File: config.mk
export PLATFORM = sky130hd
export DESIGN_NAME = csi2_vc_demux_flat
export DESIGN_NICKNAME = d
export VERILOG_FILES = /design/src/rtl/csi2_vc_demux_pkg.sv /design/src/rtl/csi2_vc_demux_if.sv /design/src/rtl/csi2_vc_tracker.sv /design/src/rtl/csi2_vc_demux.sv /design/src/flat_wrapper.sv
export SDC_FILE = /design/constraint.sdc
export NUM_CORES = 1
export LEC_CHECK = 0
export BUFFER_PORTS_ARGS = -buffer_cell sky130_fd_sc_hd__buf_2
export CAP_MARGIN = 20
export CORE_UTILIZATION = 45
export CTS_CLUSTER_SIZE = 24
export DETAILED_ROUTE_END_ITERATION = 6
export GPL_ROUTABILITY_DRIVEN = 0
export PLACE_DENSITY_LB_ADDON = 0.12
export SKIP_LAST_GASP = 1
export SYNTH_ARGS = -nofsm -noshare
export SYNTH_HDL_FRONTEND = slang
export SYNTH_SLANG_ARGS = --single-unit
File: constraint.sdc
create_clock -name clk_i -period 6.15 [get_ports clk_i]
set_input_delay 1.23 -clock clk_i [delete_from_list [all_inputs] [get_ports clk_i]]
set_output_delay 1.23 -clock clk_i [all_outputs]
set_load 0.01 [all_outputs]
File: src/rtl/csi2_vc_demux_pkg.sv
`default_nettype none
//----------------------------------------------------------------------------
// csi2_pkg : data-type codes, per-VC state encoding and error bit positions
// Rev 1.0
//----------------------------------------------------------------------------
package csi2_pkg;

   localparam logic [5:0] DT_FS    = 6'h00;
   localparam logic [5:0] DT_FE    = 6'h01;
   localparam logic [5:0] DT_LS    = 6'h02;
   localparam logic [5:0] DT_LE    = 6'h03;
   localparam logic [5:0] DT_RAW8  = 6'h2A;
   localparam logic [5:0] DT_RAW10 = 6'h2B;
   localparam logic [5:0] DT_RAW12 = 6'h2C;

   typedef enum logic [1:0] {
      ST_IDLE  = 2'd0,
      ST_FRAME = 2'd1,
      ST_LINE  = 2'd2
   } vc_state_t;

   // err vector is {no_fs, no_fe, len, trunc, crc}
   localparam int c_ERR_W     = 5;
   localparam int c_ERR_NO_FS = 4;
   localparam int c_ERR_NO_FE = 3;
   localparam int c_ERR_LEN   = 2;
   localparam int c_ERR_TRUNC = 1;
   localparam int c_ERR_CRC   = 0;

   function automatic logic [2:0] popcount4(input logic [3:0] be);
      return {2'b00, be[0]} + {2'b00, be[1]} + {2'b00, be[2]} + {2'b00, be[3]};
   endfunction

endpackage
`default_nettype wire

File: src/rtl/csi2_vc_demux_if.sv
`default_nettype none
//----------------------------------------------------------------------------
// csi2_vc_demux_if : packet-handler input streams and per-VC output streams
// Rev 1.0
//----------------------------------------------------------------------------
interface csi2_vc_demux_if #(
   parameter int VC_CNT     = 4,
   parameter int LINE_CNT_W = 12
);
   logic                         short_pkt_valid_i;
   logic [1:0]                   short_pkt_v_channel_i;
   logic [5:0]                   short_pkt_data_type_i;
   logic [15:0]                  short_pkt_data_field_i;
   logic                         long_pkt_header_valid_i;
   logic [1:0]                   long_pkt_v_channel_i;
   logic [5:0]                   long_pkt_data_type_i;
   logic [15:0]                  long_pkt_word_cnt_i;
   logic [31:0]                  long_pkt_payload_i;
   logic                         long_pkt_payload_valid_i;
   logic [3:0]                   long_pkt_payload_be_i;
   logic                         long_pkt_eop_i;
   logic                         crc_passed_i;
   logic                         crc_failed_i;
   logic [VC_CNT*32-1:0]         vc_tdata_o;
   logic [VC_CNT*4-1:0]          vc_tstrb_o;
   logic [VC_CNT-1:0]            vc_tvalid_o;
   logic [VC_CNT-1:0]            vc_tuser_o;
   logic [VC_CNT-1:0]            vc_tlast_o;
   logic [VC_CNT-1:0]            frame_active_o;
   logic [VC_CNT*16-1:0]         frame_num_o;
   logic [VC_CNT*LINE_CNT_W-1:0] line_cnt_o;
   logic [VC_CNT*5-1:0]          err_o;

   modport master (
      output short_pkt_valid_i, short_pkt_v_channel_i, short_pkt_data_type_i,
             short_pkt_data_field_i, long_pkt_header_valid_i, long_pkt_v_channel_i,
             long_pkt_data_type_i, long_pkt_word_cnt_i, long_pkt_payload_i,
             long_pkt_payload_valid_i, long_pkt_payload_be_i, long_pkt_eop_i,
             crc_passed_i, crc_failed_i,
      input  vc_tdata_o, vc_tstrb_o, vc_tvalid_o, vc_tuser_o, vc_tlast_o,
             frame_active_o, frame_num_o, line_cnt_o, err_o
   );

   modport slave (
      input  short_pkt_valid_i, short_pkt_v_channel_i, short_pkt_data_type_i,
             short_pkt_data_field_i, long_pkt_header_valid_i, long_pkt_v_channel_i,
             long_pkt_data_type_i, long_pkt_word_cnt_i, long_pkt_payload_i,
             long_pkt_payload_valid_i, long_pkt_payload_be_i, long_pkt_eop_i,
             crc_passed_i, crc_failed_i,
      output vc_tdata_o, vc_tstrb_o, vc_tvalid_o, vc_tuser_o, vc_tlast_o,
             frame_active_o, frame_num_o, line_cnt_o, err_o
   );
endinterface
`default_nettype wire

File: src/rtl/csi2_vc_tracker.sv
`default_nettype none
//----------------------------------------------------------------------------
// csi2_vc_tracker : frame/line state, frame number, line count and errors
//                   for one virtual channel
// Rev 1.0
//----------------------------------------------------------------------------
module csi2_vc_tracker
   import csi2_pkg::*;
#(
   parameter int LINE_CNT_W = 12
) (
   input  wire logic                  clk,
   input  wire logic                  rst,
   input  wire logic                  i_fs,
   input  wire logic                  i_fe,
   input  wire logic [15:0]           i_fs_field,
   input  wire logic                  i_hdr,
   input  wire logic                  i_pay,
   input  wire logic                  i_eop,
   input  wire logic                  i_len_err,
   input  wire logic                  i_crc_err,
   output logic                       o_hdr_take,
   output logic                       o_in_line,
   output logic                       o_frame_active,
   output logic                       o_sof_pend,
   output logic [15:0]                o_frame_num,
   output logic [LINE_CNT_W-1:0]      o_line_cnt,
   output logic [c_ERR_W-1:0]         o_err
);

   vc_state_t               r_state, w_state_nxt, w_mid;
   logic [15:0]             r_frame_num;
   logic [LINE_CNT_W-1:0]   r_line_cnt;
   logic                    r_sof_pend;
   logic [c_ERR_W-1:0]      r_err, w_err;
   logic                    w_restart, w_line_inc, w_hdr_take;

   always_ff @(posedge clk) begin
      if (rst) r_state <= ST_IDLE;
      else     r_state <= w_state_nxt;
   end

   // Short packets act first; a header in the same cycle sees the result.
   always_comb begin
      w_mid       = r_state;
      w_state_nxt = r_state;
      w_err       = '0;
      w_restart   = 1'b0;
      w_line_inc  = 1'b0;
      w_hdr_take  = 1'b0;
      if (i_fs) begin
         w_err[c_ERR_NO_FE] = (r_state != ST_IDLE);
         w_mid              = ST_FRAME;
         w_restart          = 1'b1;
      end else if (i_fe) begin
         w_err[c_ERR_NO_FS] = (r_state == ST_IDLE);
         w_err[c_ERR_TRUNC] = (r_state == ST_LINE);
         w_mid              = ST_IDLE;
      end else if (i_eop && r_state == ST_LINE) begin
         w_mid      = ST_FRAME;
         w_line_inc = 1'b1;
      end
      w_state_nxt = w_mid;
      if (i_hdr) begin
         if (w_mid == ST_FRAME) begin
            w_state_nxt = ST_LINE;
            w_hdr_take  = 1'b1;
         end else if (w_mid == ST_IDLE) begin
            w_err[c_ERR_NO_FS] = 1'b1;
         end
      end
      w_err[c_ERR_LEN] = i_len_err;
      w_err[c_ERR_CRC] = i_crc_err;
   end

   always_ff @(posedge clk) begin
      if (rst) begin
         r_frame_num <= '0;
         r_line_cnt  <= '0;
         r_sof_pend  <= 1'b0;
         r_err       <= '0;
      end else begin
         r_err <= w_err;
         if (w_restart) begin
            r_frame_num <= i_fs_field;
            r_line_cnt  <= '0;
         end else if (w_line_inc) begin
            r_line_cnt  <= r_line_cnt + 1'b1;
         end
         if (w_restart)  r_sof_pend <= 1'b1;
         else if (i_pay) r_sof_pend <= 1'b0;
      end
   end

   assign o_hdr_take     = w_hdr_take;
   assign o_in_line      = (r_state == ST_LINE);
   assign o_frame_active = (r_state != ST_IDLE);
   assign o_sof_pend     = r_sof_pend;
   assign o_frame_num    = r_frame_num;
   assign o_line_cnt     = r_line_cnt;
   assign o_err          = r_err;

endmodule
`default_nettype wire

File: src/rtl/csi2_vc_demux.sv
`default_nettype none
//----------------------------------------------------------------------------
// csi2_vc_demux : routes CSI-2 pixel payload to per-virtual-channel streams
//                 with frame/line tracking and per-VC error reporting
// Rev 1.0
//----------------------------------------------------------------------------
module csi2_vc_demux
   import csi2_pkg::*;
#(
   parameter int         VC_CNT        = 4,
   parameter logic [5:0] PIXEL_DT      = 6'h2B,
   parameter bit         ACCEPT_ALL_DT = 1'b0,
   parameter int         LINE_CNT_W    = 12
) (
   input wire logic         clk_i,
   input wire logic         rst_i,
   csi2_vc_demux_if.slave   bus
);

   logic                    w_dt_ok, w_vc_ok, w_hdr_acc, w_take_any, w_route;
   logic                    w_in_line  [4];
   logic                    w_sof_pend [4];
   logic                    w_hdr_take [4];
   logic [VC_CNT-1:0]       w_pay_vec;
   logic [15:0]             w_byte_sum;
   logic                    w_unused;

   logic                    w_frame_active [VC_CNT];
   logic [15:0]             w_frame_num    [VC_CNT];
   logic [LINE_CNT_W-1:0]   w_line_cnt     [VC_CNT];
   logic [c_ERR_W-1:0]      w_err          [VC_CNT];

   logic [1:0]              r_active_vc, r_crc_vc;
   logic                    r_drop, r_crc_arm;
   logic [15:0]             r_byte_cnt, r_word_cnt;
   logic [31:0]             r_tdata [VC_CNT];
   logic [3:0]              r_tstrb [VC_CNT];
   logic [VC_CNT-1:0]       r_tvalid, r_tuser, r_tlast;

   assign w_unused   = bus.crc_passed_i;
   assign w_dt_ok    = ACCEPT_ALL_DT ? (bus.long_pkt_data_type_i >= 6'h10)
                                     : (bus.long_pkt_data_type_i == PIXEL_DT);
   assign w_vc_ok    = (32'(bus.long_pkt_v_channel_i) < VC_CNT);
   assign w_hdr_acc  = bus.long_pkt_header_valid_i && w_dt_ok && w_vc_ok;
   assign w_route    = bus.long_pkt_payload_valid_i && !r_drop && w_in_line[r_active_vc];
   assign w_byte_sum = r_byte_cnt + 16'(popcount4(bus.long_pkt_payload_be_i));

   always_comb begin
      w_take_any = 1'b0;
      w_pay_vec  = '0;
      for (int v = 0; v < 4; v++) w_take_any = w_take_any | w_hdr_take[v];
      for (int v = 0; v < VC_CNT; v++) w_pay_vec[v] = w_route && (r_active_vc == 2'(v));
   end

   for (genvar v = 0; v < 4; v++) begin : g_vc
      if (v < VC_CNT) begin : g_on
         logic w_short_hit;
         assign w_short_hit = bus.short_pkt_valid_i && (bus.short_pkt_v_channel_i == 2'(v));

         csi2_vc_tracker #(.LINE_CNT_W(LINE_CNT_W)) u_trk (
            .clk            (clk_i),
            .rst            (rst_i),
            .i_fs           (w_short_hit && bus.short_pkt_data_type_i == DT_FS),
            .i_fe           (w_short_hit && bus.short_pkt_data_type_i == DT_FE),
            .i_fs_field     (bus.short_pkt_data_field_i),
            .i_hdr          (w_hdr_acc && bus.long_pkt_v_channel_i == 2'(v)),
            .i_pay          (w_pay_vec[v]),
            .i_eop          (w_pay_vec[v] && bus.long_pkt_eop_i),
            .i_len_err      (w_pay_vec[v] && bus.long_pkt_eop_i && (w_byte_sum != r_word_cnt)),
            .i_crc_err      (bus.crc_failed_i && r_crc_arm && r_crc_vc == 2'(v)),
            .o_hdr_take     (w_hdr_take[v]),
            .o_in_line      (w_in_line[v]),
            .o_frame_active (w_frame_active[v]),
            .o_sof_pend     (w_sof_pend[v]),
            .o_frame_num    (w_frame_num[v]),
            .o_line_cnt     (w_line_cnt[v]),
            .o_err          (w_err[v])
         );
      end else begin : g_off
         assign w_in_line[v]  = 1'b0;
         assign w_sof_pend[v] = 1'b0;
         assign w_hdr_take[v] = 1'b0;
      end
   end

   // Any header that does not open a line makes its payload invisible until eop.
   always_ff @(posedge clk_i) begin
      if (rst_i) begin
         r_active_vc <= '0;
         r_drop      <= 1'b0;
         r_byte_cnt  <= '0;
         r_word_cnt  <= '0;
         r_crc_vc    <= '0;
         r_crc_arm   <= 1'b0;
      end else begin
         if (w_route) r_byte_cnt <= w_byte_sum;
         if (bus.long_pkt_payload_valid_i && bus.long_pkt_eop_i) r_drop <= 1'b0;
         if (bus.long_pkt_header_valid_i) begin
            r_drop    <= !w_take_any;
            r_crc_arm <= w_take_any;
            if (w_take_any) begin
               r_active_vc <= bus.long_pkt_v_channel_i;
               r_crc_vc    <= bus.long_pkt_v_channel_i;
               r_word_cnt  <= bus.long_pkt_word_cnt_i;
               r_byte_cnt  <= '0;
            end
         end
      end
   end

   always_ff @(posedge clk_i) begin
      if (rst_i) begin
         r_tvalid <= '0;
         r_tuser  <= '0;
         r_tlast  <= '0;
         for (int v = 0; v < VC_CNT; v++) begin
            r_tdata[v] <= '0;
            r_tstrb[v] <= '0;
         end
      end else begin
         r_tvalid <= w_pay_vec;
         r_tlast  <= w_pay_vec & {VC_CNT{bus.long_pkt_eop_i}};
         for (int v = 0; v < VC_CNT; v++) begin
            r_tuser[v] <= w_pay_vec[v] && w_sof_pend[v];
            if (w_pay_vec[v]) begin
               r_tdata[v] <= bus.long_pkt_payload_i;
               r_tstrb[v] <= bus.long_pkt_payload_be_i;
            end
         end
      end
   end

   assign bus.vc_tvalid_o = r_tvalid;
   assign bus.vc_tuser_o  = r_tuser;
   assign bus.vc_tlast_o  = r_tlast;

   always_comb begin
      bus.vc_tdata_o     = '0;
      bus.vc_tstrb_o     = '0;
      bus.frame_active_o = '0;
      bus.frame_num_o    = '0;
      bus.line_cnt_o     = '0;
      bus.err_o          = '0;
      for (int v = 0; v < VC_CNT; v++) begin
         bus.vc_tdata_o[v*32 +: 32]                 = r_tdata[v];
         bus.vc_tstrb_o[v*4 +: 4]                   = r_tstrb[v];
         bus.frame_active_o[v]                      = w_frame_active[v];
         bus.frame_num_o[v*16 +: 16]                = w_frame_num[v];
         bus.line_cnt_o[v*LINE_CNT_W +: LINE_CNT_W] = w_line_cnt[v];
         bus.err_o[v*c_ERR_W +: c_ERR_W]            = w_err[v];
      end
   end

endmodule
`default_nettype wire

File: src/flat_wrapper.sv
// flat-port wrapper written by rule: the top's interface ports become plain ports
module csi2_vc_demux_flat import csi2_pkg::*;
#(
   parameter int         VC_CNT        = 4,
   parameter logic [5:0] PIXEL_DT      = 6'h2B,
   parameter bit         ACCEPT_ALL_DT = 1'b0,
   parameter int         LINE_CNT_W    = 12
)
  (clk_i, rst_i, bus_short_pkt_valid_i, bus_short_pkt_v_channel_i, bus_short_pkt_data_type_i, bus_short_pkt_data_field_i, bus_long_pkt_header_valid_i, bus_long_pkt_v_channel_i, bus_long_pkt_data_type_i, bus_long_pkt_word_cnt_i, bus_long_pkt_payload_i, bus_long_pkt_payload_valid_i, bus_long_pkt_payload_be_i, bus_long_pkt_eop_i, bus_crc_passed_i, bus_crc_failed_i, bus_vc_tdata_o, bus_vc_tstrb_o, bus_vc_tvalid_o, bus_vc_tuser_o, bus_vc_tlast_o, bus_frame_active_o, bus_frame_num_o, bus_line_cnt_o, bus_err_o);
  csi2_vc_demux_if #(.VC_CNT(VC_CNT), .LINE_CNT_W(LINE_CNT_W)) bus_i ();
  input wire logic clk_i;
  input wire logic rst_i;
  input wire logic [$bits(bus_i.short_pkt_valid_i)-1:0] bus_short_pkt_valid_i;
  input wire logic [$bits(bus_i.short_pkt_v_channel_i)-1:0] bus_short_pkt_v_channel_i;
  input wire logic [$bits(bus_i.short_pkt_data_type_i)-1:0] bus_short_pkt_data_type_i;
  input wire logic [$bits(bus_i.short_pkt_data_field_i)-1:0] bus_short_pkt_data_field_i;
  input wire logic [$bits(bus_i.long_pkt_header_valid_i)-1:0] bus_long_pkt_header_valid_i;
  input wire logic [$bits(bus_i.long_pkt_v_channel_i)-1:0] bus_long_pkt_v_channel_i;
  input wire logic [$bits(bus_i.long_pkt_data_type_i)-1:0] bus_long_pkt_data_type_i;
  input wire logic [$bits(bus_i.long_pkt_word_cnt_i)-1:0] bus_long_pkt_word_cnt_i;
  input wire logic [$bits(bus_i.long_pkt_payload_i)-1:0] bus_long_pkt_payload_i;
  input wire logic [$bits(bus_i.long_pkt_payload_valid_i)-1:0] bus_long_pkt_payload_valid_i;
  input wire logic [$bits(bus_i.long_pkt_payload_be_i)-1:0] bus_long_pkt_payload_be_i;
  input wire logic [$bits(bus_i.long_pkt_eop_i)-1:0] bus_long_pkt_eop_i;
  input wire logic [$bits(bus_i.crc_passed_i)-1:0] bus_crc_passed_i;
  input wire logic [$bits(bus_i.crc_failed_i)-1:0] bus_crc_failed_i;
  output wire logic [$bits(bus_i.vc_tdata_o)-1:0] bus_vc_tdata_o;
  output wire logic [$bits(bus_i.vc_tstrb_o)-1:0] bus_vc_tstrb_o;
  output wire logic [$bits(bus_i.vc_tvalid_o)-1:0] bus_vc_tvalid_o;
  output wire logic [$bits(bus_i.vc_tuser_o)-1:0] bus_vc_tuser_o;
  output wire logic [$bits(bus_i.vc_tlast_o)-1:0] bus_vc_tlast_o;
  output wire logic [$bits(bus_i.frame_active_o)-1:0] bus_frame_active_o;
  output wire logic [$bits(bus_i.frame_num_o)-1:0] bus_frame_num_o;
  output wire logic [$bits(bus_i.line_cnt_o)-1:0] bus_line_cnt_o;
  output wire logic [$bits(bus_i.err_o)-1:0] bus_err_o;
  assign bus_i.short_pkt_valid_i = bus_short_pkt_valid_i;
  assign bus_i.short_pkt_v_channel_i = bus_short_pkt_v_channel_i;
  assign bus_i.short_pkt_data_type_i = bus_short_pkt_data_type_i;
  assign bus_i.short_pkt_data_field_i = bus_short_pkt_data_field_i;
  assign bus_i.long_pkt_header_valid_i = bus_long_pkt_header_valid_i;
  assign bus_i.long_pkt_v_channel_i = bus_long_pkt_v_channel_i;
  assign bus_i.long_pkt_data_type_i = bus_long_pkt_data_type_i;
  assign bus_i.long_pkt_word_cnt_i = bus_long_pkt_word_cnt_i;
  assign bus_i.long_pkt_payload_i = bus_long_pkt_payload_i;
  assign bus_i.long_pkt_payload_valid_i = bus_long_pkt_payload_valid_i;
  assign bus_i.long_pkt_payload_be_i = bus_long_pkt_payload_be_i;
  assign bus_i.long_pkt_eop_i = bus_long_pkt_eop_i;
  assign bus_i.crc_passed_i = bus_crc_passed_i;
  assign bus_i.crc_failed_i = bus_crc_failed_i;
  assign bus_vc_tdata_o = bus_i.vc_tdata_o;
  assign bus_vc_tstrb_o = bus_i.vc_tstrb_o;
  assign bus_vc_tvalid_o = bus_i.vc_tvalid_o;
  assign bus_vc_tuser_o = bus_i.vc_tuser_o;
  assign bus_vc_tlast_o = bus_i.vc_tlast_o;
  assign bus_frame_active_o = bus_i.frame_active_o;
  assign bus_frame_num_o = bus_i.frame_num_o;
  assign bus_line_cnt_o = bus_i.line_cnt_o;
  assign bus_err_o = bus_i.err_o;
  csi2_vc_demux #(.VC_CNT(VC_CNT), .PIXEL_DT(PIXEL_DT), .ACCEPT_ALL_DT(ACCEPT_ALL_DT), .LINE_CNT_W(LINE_CNT_W)) u_core (.clk_i(clk_i), .rst_i(rst_i), .bus(bus_i));
endmodule
==> metrics.txt <==
Initial Utilization 45.7%; RSZ-0062 raised after global routing no; Reg clk slew, reported paths 0.06 ns; fmax 0.220 GHz; gr ovfl total 0; Cell variety after synth 65; die area 30800 sq um; final slew viol count 0; vias per cell 5.11; warnings from Yosys 0; gr usage total 23.4%; ys async rst share 0%; drt drc 0; cell mode on critical path inv_1; Initial DRC Count 640; Compound-Gate Fraction of Synth Area 6.03%; die width 175 microns; global-route wire length before repair 56000 microns; DR WL/cell 17.6 microns; nets@finish 1756; vias in the first global route 9987; Hold Crit Class reg -> reg; Post-Syn Instances 1285; DIE HEIGHT 175 microns; post-CTS setup buffers 0; multiplexer area fraction after synthesis 1.86%; Max-Cap Viols 0; final WL 36500 microns; final hold vios 0; post-route antenna net violation count 0; clock skew 0.0156 ns; most used routing layer met2; Critical Path Fanout Max 5; WP data arrival 4.91 ns; worst path buffer plus inverter count 4; kind of start point of the critical path input pin; maximum vdd drop 0.000210 V; fraction of layout cells with a size suffix above 1 28.4%; via count 10593; Slew HR 33.1%; hpwl dp 25500 microns; met2 Use GR 40.3%; root buf cell clkbuf_16; Ports 384; CTS H-tree depth 2; Seq/Total Area, Yosys 60.3%; TritonCTS clock tree yes; CP max-delay cell or4_1; largest family of logic cells by synthesized area simple AND/OR/NAND/NOR gates; number of synthesized register bits 336; later-pin clock latency in the skew report 0.52 ns; hold-fix buffers at CTS 0; post-CTS sizing 0; DP Area 15800 sq um; Clock Sinks 336; M3 GR Usage 5.19%; Final Cycle Share 73.9%; most frequent cells in the layout buf_2, dfxtp_1, nand2_1; status complete, no violations; WP data required 6.52 ns; synthesized area 13500 sq um; critical-path cell list buf_2 -> ha_1 -> inv_1 -> fa_1 -> inv_1 -> ha_1 -> inv_1 -> fa_1 -> nor2b_1 -> o211ai_1 -> mux2_2 -> or4_1 -> nor4b_2 -> a21boi_0; largest net degree at the start of global routing 78; syn_nets 1388; Pwr Density 280 nW/um^2; PnR Total Power 4770 uW; Synth Area in XOR/XNOR 4.82%; critical path class in -> reg; Final min period 4.54 ns; CTS Buffer Depth 3; Slew @ Worst Pin 1.00 ns; row count 63; initial antenna violation count 1; top cell family by delay on the critical path adder cells; Core Util, Final 57.5%; Core Region 29600 sq um; cts bufs inserted 37; Synth Flop Type dfxtp_1; Synth Area in Simple Gates 22.9%; Post-synth EDFFs 144; syn avg cell area 10.5 sq um; CP max stage delay 0.53 ns; M1 GR Usage 29.2%; final setup fails 0; commonest non-fill, non-tap cell in the layout buf_2; Static Leak 0.00713 uW; setup TNS 0 ns; crit end category flip-flop; Port Buffers 382; Final Cell Area 17000 sq um; Adder-Cell Fraction of Synth Area 1.13%; layout overhead on the synthesized area 25.8%; first drt pass iteration count 5
[cell families (layout without fill, tap and decap cells)]
family          count (synthesis)  after routing
simple gates                  608            608
fa+ha+maj                      11             11
flops                         336            336
compound gates                137            137
other cells                     0              1
mux                            25             25
buf+inv                        95            492
xor+xnor                       73             73
[power by group]
part	switching [uW]	internal, uW	leakage (uW)	total, uW
Combinational	126	60.5	0.00350	186
Clock	882	1340	0.000596	2220
Sequential	8.52	2350	0.00303	2360
Total	1020	3750	0.00713	4770
[synthesized netlist by cell type, types with 20 or more instances]
master | instances | area (sq um)
a21oi_1 | 83 | 415
and2_1 | 147 | 920
clkbuf_1 | 53 | 199
dfxtp_1 | 192 | 3840
edfxtp_1 | 144 | 4320
inv_1 | 28 | 105
mux2i_1 | 24 | 240
nand2_1 | 171 | 642
nand3_1 | 28 | 140
nand4_1 | 20 | 125
nor2_1 | 110 | 413
nor3_1 | 41 | 205
xnor2_1 | 45 | 394
xor2_1 | 27 | 236
[worst paths after layout]
kind         slack [ns]  cells after the start                            startpoint                                  to
min reg2reg        0.44                      2  u_core.g_vc[0].g_on.u_trk.o_sof_pend            u_core.bus.vc_tuser_o[0]
max                1.61                     14          bus_long_pkt_payload_be_i[0]  u_core.g_vc[0].g_on.u_trk.o_err[2]
max reg2reg        2.99                      9                  u_core.r_byte_cnt[0]  u_core.g_vc[0].g_on.u_trk.o_err[2]
min                0.44                      2  u_core.g_vc[0].g_on.u_trk.o_sof_pend            u_core.bus.vc_tuser_o[0]
[routing by layer]
layer  up-vias  wire (microns)
met4         0             908
met3        61            2700
met2       406           17600
met5         -               0
li1       5123               -
met1      5003           15200
[area by class of cell]
class                   count  area [sq um]
clock inverters            17           189
diodes                      1          2.50
well taps                 390           488
multi-input cells         854          5040
repair buffers            396          2020
inverters                  28           105
flip-flops and latches    336          8170
clock buffers              51          1020
fillers                  2683         12600
[sequential cells by signal, summed over array words and instances, names as in the netlist, 2 cells and up]
| name | flops |
|---|---|
| u_core.bus.vc_tuser_o | 4 |
| u_core.bus.vc_tvalid_o | 4 |
| u_core.g_vc.g_on.u_trk.o_sof_pend | 4 |
| u_core.bus.vc_tlast_o | 4 |
| u_core.g_vc.g_on.u_trk.o_err | 20 |
| u_core.r_word_cnt | 16 |
| u_core.g_vc.g_on.u_trk.r_state | 8 |
| u_core.g_vc.g_on.u_trk.o_line_cnt | 48 |
| u_core.g_vc.g_on.u_trk.o_frame_num | 64 |
| u_core.r_tstrb | 16 |
| u_core.r_tdata | 128 |
| u_core.r_active_vc | 2 |
| u_core.r_byte_cnt | 16 |
[tightest hold or removal path: cells and delay by family (launching register included)]
family / cells / cell delay, ns
and+or+nand+nor: 1 / 0.05
DFF: 1 / 0.30
buffers and inverters: 1 / 0.06
[through the flow]
stage	hold WS, ns	worst slack, ns	cells
4_1_cts	0.439	1.64	2072
3_3_place_gp	0.434	1.20	2003
2_1_floorplan	0.424	1.17	1285
6_report	0.443	1.61	2073
3_5_place_dp	0.434	1.10	2004
5_1_grt	0.466	1.43	2073
No activity file was read; power rests on OpenSTA's default activity.
